File: src/rtl/buffer_loader_pkg.sv
// Shared definitions for the stream-to-row packer feeding the register-array buffer.
// Holds the FSM encoding and the word/row geometry helpers.
package buffer_loader_pkg;

  typedef enum logic [1:0] {
    ST_IDLE  = 2'd0,
    ST_LOAD  = 2'd1,
    ST_DRAIN = 2'd2
  } state_e;

  function automatic int words_per_vec(input int vec_width, input int in_width);
    return vec_width / in_width;
  endfunction

  function automatic bit widths_divisible(input int vec_width, input int in_width);
    return (in_width > 0) && ((vec_width % in_width) == 0);
  endfunction

endpackage

File: src/rtl/buffer_loader.sv
// Packs IN_WIDTH-bit stream words LSB-first into VEC_WIDTH-bit rows and writes
// each completed row to the buffer at incrementing addresses from 0.
//
// state | meaning
// IDLE  | waiting for i_start with a non-zero row count
// LOAD  | accepting words, writing each finished row
// DRAIN | final row write in flight, o_done follows
module buffer_loader
  import buffer_loader_pkg::*;
#(
  parameter int IN_WIDTH   = 32,
  parameter int VEC_WIDTH  = 384,
  parameter int ARR_DEPTH  = 16,
  parameter int ADDR_WIDTH = $clog2(ARR_DEPTH)
) (
  input  logic                  i_clk,
  input  logic                  i_rst_n,
  input  logic                  i_start,
  input  logic [ADDR_WIDTH:0]   i_num_rows,
  input  logic                  i_abort,
  input  logic                  i_valid,
  input  logic [IN_WIDTH-1:0]   i_data,
  output logic                  o_ready,
  output logic                  o_we,
  output logic [ADDR_WIDTH-1:0] o_addr_wr,
  output logic [VEC_WIDTH-1:0]  o_data_wr,
  output logic                  o_busy,
  output logic                  o_done
);

  localparam int WORDS_PER_VEC = words_per_vec(VEC_WIDTH, IN_WIDTH);
  localparam int WCW           = (WORDS_PER_VEC > 1) ? $clog2(WORDS_PER_VEC) : 1;

  localparam logic [WCW-1:0]        LAST_WORD = WCW'(WORDS_PER_VEC - 1);
  localparam logic [WCW-1:0]        WORD_ONE  = WCW'(1);
  localparam logic [ADDR_WIDTH-1:0] ROW_ONE   = ADDR_WIDTH'(1);
  localparam logic [ADDR_WIDTH:0]   CNT_ONE   = (ADDR_WIDTH + 1)'(1);
  localparam logic [ADDR_WIDTH:0]   DEPTH_CNT = (ADDR_WIDTH + 1)'(ARR_DEPTH);

  if (!widths_divisible(VEC_WIDTH, IN_WIDTH)) begin : g_bad_width
    $error("buffer_loader: VEC_WIDTH must be an integer multiple of IN_WIDTH");
  end

  state_e                                   state;
  logic [WCW-1:0]                           word_cnt;
  logic [ADDR_WIDTH-1:0]                    row_cnt;
  logic [ADDR_WIDTH:0]                      num_rows_q;
  logic [WORDS_PER_VEC-1:0][IN_WIDTH-1:0]   asm_q;
  logic [WORDS_PER_VEC-1:0][IN_WIDTH-1:0]   row_vec;

  logic accept;
  logic row_done;
  logic last_row;

  assign o_ready  = (state == ST_LOAD);
  assign o_busy   = (state != ST_IDLE);
  assign accept   = i_valid && o_ready;
  assign row_done = accept && (word_cnt == LAST_WORD);
  assign last_row = ({1'b0, row_cnt} == (num_rows_q - CNT_ONE));

  // The row written out must already contain the word accepted this cycle.
  always_comb begin
    row_vec                    = asm_q;
    row_vec[WORDS_PER_VEC - 1] = i_data;
  end

  always_ff @(posedge i_clk or negedge i_rst_n) begin
    if (!i_rst_n) begin
      state      <= ST_IDLE;
      word_cnt   <= '0;
      row_cnt    <= '0;
      num_rows_q <= '0;
      asm_q      <= '0;
      o_we       <= 1'b0;
      o_addr_wr  <= '0;
      o_data_wr  <= '0;
      o_done     <= 1'b0;
    end else if (i_abort && (state != ST_IDLE)) begin
      state    <= ST_IDLE;
      word_cnt <= '0;
      row_cnt  <= '0;
      asm_q    <= '0;
      o_we     <= 1'b0;
      o_done   <= 1'b0;
    end else begin
      o_we   <= 1'b0;
      o_done <= 1'b0;
      case (state)
        ST_IDLE: begin
          if (i_start && (i_num_rows != '0)) begin
            state      <= ST_LOAD;
            num_rows_q <= (i_num_rows > DEPTH_CNT) ? DEPTH_CNT : i_num_rows;
            word_cnt   <= '0;
            row_cnt    <= '0;
          end
        end
        ST_LOAD: begin
          if (accept) begin
            asm_q[word_cnt] <= i_data;
            if (row_done) begin
              o_we      <= 1'b1;
              o_addr_wr <= row_cnt;
              o_data_wr <= row_vec;
              word_cnt  <= '0;
              // Row counter parks at 0 after the last row so it never passes ARR_DEPTH-1.
              if (last_row) begin
                state   <= ST_DRAIN;
                row_cnt <= '0;
              end else begin
                row_cnt <= row_cnt + ROW_ONE;
              end
            end else begin
              word_cnt <= word_cnt + WORD_ONE;
            end
          end
        end
        ST_DRAIN: begin
          state  <= ST_IDLE;
          o_done <= 1'b1;
        end
        default: state <= ST_IDLE;
      endcase
    end
  end

endmodule

File: config.mk
export PLATFORM = sky130hd
export DESIGN_NAME = buffer_loader
export DESIGN_NICKNAME = d
export VERILOG_FILES = /design/src/rtl/buffer_loader_pkg.sv /design/src/rtl/buffer_loader.sv
export SDC_FILE = /design/constraint.sdc
export NUM_CORES = 1
export LEC_CHECK = 0
export BUFFER_PORTS_ARGS = -buffer_cell sky130_fd_sc_hd__buf_4
export CAP_MARGIN = 20
export CORE_MARGIN = 8
export CORE_UTILIZATION = 51
export DETAILED_ROUTE_END_ITERATION = 8
export PLACE_DENSITY_LB_ADDON = 0.2
export REMOVE_ABC_BUFFERS = 1
export SYNTH_ARGS = -nofsm -noshare
export SYNTH_HDL_FRONTEND = slang
export SYNTH_SLANG_ARGS = --single-unit
File: constraint.sdc
create_clock -name i_clk -period 2 [get_ports i_clk]
set_input_delay 0.1 -clock i_clk [delete_from_list [all_inputs] [get_ports i_clk]]
set_output_delay 0.1 -clock i_clk [all_outputs]
set_load 0.01 [all_outputs]
==> results.ini, run 1 <==
[synth]
synthDistinctLibCells = 47
ys_seq_elements = 757
synth-edff-count = 0
synthTopCellsByArea = dfrtp_1 (64%), nand2_1 (24%), a21oi_1 (6.0%)
yosys_warnings = 0
synth_top_area_share_pct = 64.05
yosysSeqAreaShare_pct = 64.05
synthTopCellsByCount = nand2_1 (1880), dfrtp_1 (757), a21oi_1 (354)
yosysMostFrequentCell = nand2_1
synthArstFlopShare_pct = 100.0
syn_area_per_cell_um2 = 8.895
netlist_area_um2 = 29570
yosys.area.top_type = dfrtp_1
postSynthCellCount = 3325
synthFlopType = dfrtp_1

[pwr]
power.density_nw_per_um2 = 856.3
total_power_w = 0.03470
p_leak_nw = 21.42
irDropWorstVdd_v = 0.0006266

[clock_network]
cts_max_path_buffers = 3
ctsRootBufferMaster = clkbuf_16
path_clk_slew_ns = 0.06
clock_latency_ns = 0.62
htreeDepth = 3
cts_buffers = 77
cts.sinks = 757
cts_tree = built

[timing]
rsz0062_at_grt = true
hold_viol = 0
drv_slew = 0
period_needed_ns = 2.072
skew_ns = 0.02283
setup_slack_ns = -0.07235
setup_viol_count_final = 150
hold_ws_ns = 0.1381
maxClockFrequency_mhz = 482.5
fin_crit_sh_pct = 103.6
tightest_slew_ns = 0.9569
relSlewSlack_pct = 36.00

[drt]
wl_per_cell_um = 23.26
drc = 0
drtAntennaViolNets = 0
vias = 26220
avgViaCountPerCell = 5.603
drtIter0Drc = 2593
wirelength_mm = 108.9
firstDrtPassIters = 5

[setup_path]
path_class = flop to flop
r2r_start = state[1]
end_kind = flop
critical_path_required_ns = 2.54
crit_arrival_ns = 2.61
startpoint_type = flop
cp-startpoint = state[1]
cp_max_fo = 8

[floorplanning]
die-area_um2 = 65950
die_w_um = 256.8
start_util_pct = 51.46
placementRows = 88
core_um2 = 57480
die_h_um = 256.8
io_pins = 434

[cells_and_area]
regArea_um2 = 18950
design_area_um2 = 40530
utilization_pct = 70.52
syn_to_final_growth_pct = 37.04
num-nets-final = 3904
drive_gt1_share_pct = 26.75
nFillCells = 4221
multi_input_area_um2 = 10660

[status]
violations = setup timing
status = finished with violations

[grt]
gr-total-overflow = 0
grt_max_degree = 147
grt_pass1_vias = 24350
antenna_found_initial = 0
grt_usage_pct = 27.54
grt_pass1_wl_mm = 143.8

[hold_path]
hp-class = input port to async pin

[placement]
placed_area_um2 = 34120
dp.final_hpwl_mm = 56.00
routabilityCongestion = 0.8441
dp_slack_ns = -0.06214
portBuffers = 433

[flow_run]
maxCapViolCount = 0

path summary, 6_finish.rpt:
kind / to / depth (start not counted) / slack (ns)
min in group i_clk: asm_q[71] / 6 / 0.17
setup / recovery: o_data_wr[153] / 9 / -0.07
setup reg to reg: o_data_wr[153] / 9 / -0.07
max in group asynchronous: asm_q[326] / 3 / 0.49
hold reg to reg: o_data_wr[189] / 2 / 0.45
hold / removal: asm_q[286] / 3 / 0.14
critical path: stages (launching register included):
cell	delay, ns
dfrtp_2	0.44
and2b_2	0.28
nand2_2	0.07
or3_4	0.44
buf_16	0.18
clkinv_16	0.08
buf_16	0.17
clkbuf_16	0.21
nand2_1	0.07
nand2_1	0.05
layout make-up:
type                       instances  share of cell area [%]
sequential                       757                   46.75
multi-input combinational       2327                   26.31
timing repair buffer             681                   17.97
clock buffer                     112                   5.554
tap                              765                   2.362
clock inverter                    25                  0.7533
inverter                          10                  0.1574
timing repair inverter             2                  0.1482
antenna                            1                0.006174
report_power, final:
group / switching (W) / total, W / leakage [nW] / internal [W]
clock: 0.00611 / 0.0147 / 1.27 / 0.00860
sequential: 0.000482 / 0.0165 / 10.5 / 0.0160
combinational: 0.00238 / 0.00351 / 9.61 / 0.00114
placed cells by master, fill, tap and decap left out, drive strengths merged, types with 3 or more instances in the layout:
cell and count:
nor2 15, buf 587, dfrtp 757, mux2i 3, ha 6, a21oi 354, nand4 7, nand2 1880
o21ai 3, bufinv 6, nand2b 5, inv 11, nand3 8, clkbuf 165, clkinv 20, dlygate4sd3 41
xnor2 3, nor3 7, mux2 3, nor2b 3
through the flow:
stage	std cells	setup TNS, ns
floorplan	3094	-
global placement	4392	-3.525
detailed placement	4392	-5.282
CTS	4576	0
global route	4679	-20.37
finish	4680	-3.253
state kept, by name, indices dropped and copies added (netlist names):
register    count
asm_q         352
row_cnt         4
o_addr_wr       4
o_we            1
num_rows_q      5
o_data_wr     384
state           2
o_done          1
word_cnt        4
timing repair:
action                     4_1_cts  5_1_grt
gates cloned                     2       86
resized for setup               10      424
hold endpoints to repair      1086        0
setup buffers                    4       19
hold buffers                    41        0
setup endpoints to repair      228      588
pin swaps                        0      224
cells by family after synthesis:
group / Yosys count / share of synthesized area [%]
simple gates: 1942 / 25.09
flops: 757 / 64.05
xor+xnor: 5 / 0.1481
fa+ha+maj: 6 / 0.2538
mux: 6 / 0.2158
buf+inv: 241 / 3.884
compound gates: 368 / 6.354
per-layer routing:
metal  wire (um)  global-route usage [%]
met5           0                       0
met4        4592                   9.379
met3        9819                   5.156
met2       52000                   44.40
met1       42450                   37.44
Note: power is estimated with default switching activity, not from simulation.
==> inputs of run 2 (changes only) <==
Settings changed: BUFFER_PORTS_ARGS -buffer_cell sky130_fd_sc_hd__buf_4 to -buffer_cell sky130_fd_sc_hd__buf_2.
==> results.ini, run 2 (same netlist as run 1, synthesis figures left out) <==
[drt]
vias = 24540  ; was 26220
drtAntennaViolNets = 0  ; unchanged
wirelength_mm = 94.07  ; was 108.9 mm
drtIter0Drc = 2076  ; was 2593
avgViaCountPerCell = 5.301  ; was 5.603
wl_per_cell_um = 20.32  ; was 23.26 um
drc = 0  ; unchanged
firstDrtPassIters = 5  ; unchanged

[timing]
fin_crit_sh_pct = 97.74  ; was 103.6%
hold_viol = 0  ; unchanged
drv_slew = 0  ; unchanged
rsz0062_at_grt = true  ; unchanged
tightest_slew_ns = 0.8937  ; was 0.9569 ns
hold_ws_ns = 0.1711  ; was 0.1381 ns
skew_ns = 0.02829  ; was 0.02283 ns
maxClockFrequency_mhz = 511.5  ; was 482.5 MHz
period_needed_ns = 1.955  ; was 2.072 ns
relSlewSlack_pct = 40.42  ; was 36.00%
setup_viol_count_final = 0  ; was 150

[cells_and_area]
nFillCells = 4815  ; was 4221
final_cell_mix = nand2_1 (1877), dfrtp_1 (755), buf_2 (432)  ; was nand2_1 (1632), dfrtp_1 (754), buf_4 (489)
syn_to_final_growth_pct = 25.08  ; was 37.04%
drive_gt1_share_pct = 19.29  ; was 26.75%
largest_reg_flops = 384  ; unchanged
regMostFlops = o_data_wr  ; unchanged
regArea_um2 = 18950  ; about the same
top_regs = o_data_wr (384), asm_q (352), num_rows_q (5)  ; unchanged
multi_input_area_um2 = 9658  ; was 10660 um2
layout_commonest_cell = nand2_1  ; unchanged
num-nets-final = 3848  ; was 3904

[hold_path]
min_from = i_valid
hp-class = input port to flop  ; was input port to async pin

[clock_network]
cts_tree = built  ; unchanged
htreeDepth = 3  ; unchanged
clock_latency_ns = 0.62  ; about the same
ctsRootBufferMaster = clkbuf_16  ; unchanged
cts_max_path_buffers = 3  ; unchanged
cts_buffers = 79  ; was 77
cts.sinks = 757  ; unchanged
path_clk_slew_ns = 0.06  ; about the same

[floorplanning]
core_um2 = 57480  ; unchanged
io_pins = 434  ; unchanged
die_h_um = 256.8  ; unchanged
start_util_pct = 51.46  ; unchanged
placementRows = 88  ; unchanged
die_w_um = 256.8  ; unchanged
die-area_um2 = 65950  ; unchanged

[grt]
use_met2_pct = 44.50  ; was 44.40%
gr-total-overflow = 0  ; unchanged
antenna_found_initial = 3  ; was 0
grt_usage_pct = 27.28  ; was 27.54%
grt_pass1_wl_mm = 143.0  ; was 143.8 mm
top_usage_layer = met2  ; unchanged
met1_usage_pct = 36.27  ; was 37.44%
grtUsageMet3_pct = 5.372  ; was 5.156%
grt_max_degree = 140  ; was 147
grt_pass1_vias = 24730  ; was 24350

[placement]
portBuffers = 433  ; unchanged
dp.final_hpwl_mm = 57.90  ; was 56.00 mm
routabilityCongestion = 0.8358  ; was 0.8441

[flow_run]
maxCapViolCount = 0  ; unchanged

[pwr]
power.density_nw_per_um2 = 945.3  ; was 856.3 nW/um2
p_leak_nw = 19.94  ; was 21.42 nW
total_power_w = 0.03497  ; was 0.03470 W
irDropWorstVdd_v = 0.0005857  ; was 0.0006266 V

[status]
status = finished clean  ; was finished with violations

[setup_path]
cp_max_fo = 107  ; was 8
end_kind = flop  ; unchanged
r2r_start = state[1]  ; unchanged
startpoint_type = flop  ; unchanged
critical_path_required_ns = 2.49  ; was 2.54 ns
crit_arrival_ns = 2.45  ; was 2.61 ns
cp-startpoint = state[1]  ; unchanged
path_class = flop to flop  ; unchanged

==> run 2: cell types whose count changed in the layout (fill, tap and decap cells not counted), sizes merged <==
cell	previous run	this run
bufinv	6	7
clkinvlp	0	1
clkbuf	165	127
buf	587	570
clkinv	20	18
dlygate4sd3	41	44
diode	1	3
==> run 2: final cells by class <==
class	count	share of cell area, %
flip-flops and latches	757	51.21
repair buffers	625	12.71
well taps	765	2.587
diodes	3	0.02029
clock buffers	116	6.325
clock inverters	27	0.8963
inverters	10	0.1353
multi-input cells	2327	26.11
==> run 2: power by group <==
part	leakage [nW]	switching [W]	internal (W)	total, W
logic	8.08	0.00231	0.00110	0.00342
clock network	1.32	0.00605	0.00902	0.0151
registers	10.5	0.000478	0.0160	0.0165
==> run 2: worst paths after layout <==
kind                                       end  slack, ns  depth (start not counted)
worst max register to register  o_data_wr[238]       0.05                          6
worst max-delay path            o_data_wr[238]       0.05                          6
max in group asynchronous       o_data_wr[358]       0.11                          4
min in group asynchronous           asm_q[221]       0.53                          3
worst min register to register  o_data_wr[313]       0.46                          2
worst min-delay path                row_cnt[1]       0.17                          5
==> run 2: timing repair <==
action / 4_1_cts / 5_1_grt
resized for setup: 4 / 37
hold buffers: 44 / 0
pin swaps: 0 / 5
setup endpoints to repair: 40 / 467
endpoints found under the hold margin: 1037 / 0
gates cloned: 0 / 12
setup buffers: 0 / 14
==> run 2: through the flow <==
step | setup TNS, ns | cell area [um2] | setup WS [ns] | util [%] | cells
2_1_floorplan | - | 28460 | -24.75 | - | 3094
3_3_place_gp | 0 | 33310 | 0.03374 | 57.96 | 4414
3_5_place_dp | -0.1946 | 33310 | -0.02421 | 57.96 | 4414
4_1_cts | 0 | 36440 | 0.001370 | 63.40 | 4601
5_1_grt | -0.1185 | 36990 | -0.01667 | 64.35 | 4628
6_report | 0 | 36990 | 0.04515 | 64.36 | 4630
==> run 2: worst max-delay path, stage by stage (launching register included) <==
cell and delay, ns:
dfrtp_2 0.45, and2b_2 0.29, nand2_2 0.07, or3_4 0.42
buf_12 0.22, nand2_1 0.19, nand2_1 0.08
==> run 2: routing by layer <==
| metal | part of all wire [%] | vias to the layer above |
|---|---|---|
| met5 | 0.029 | - |
| met4 | 3.2 | 4 |
| met3 | 7.4 | 192 |
| met2 | 49 | 909 |
| met1 | 41 | 12140 |
| li1 | - | 11300 |
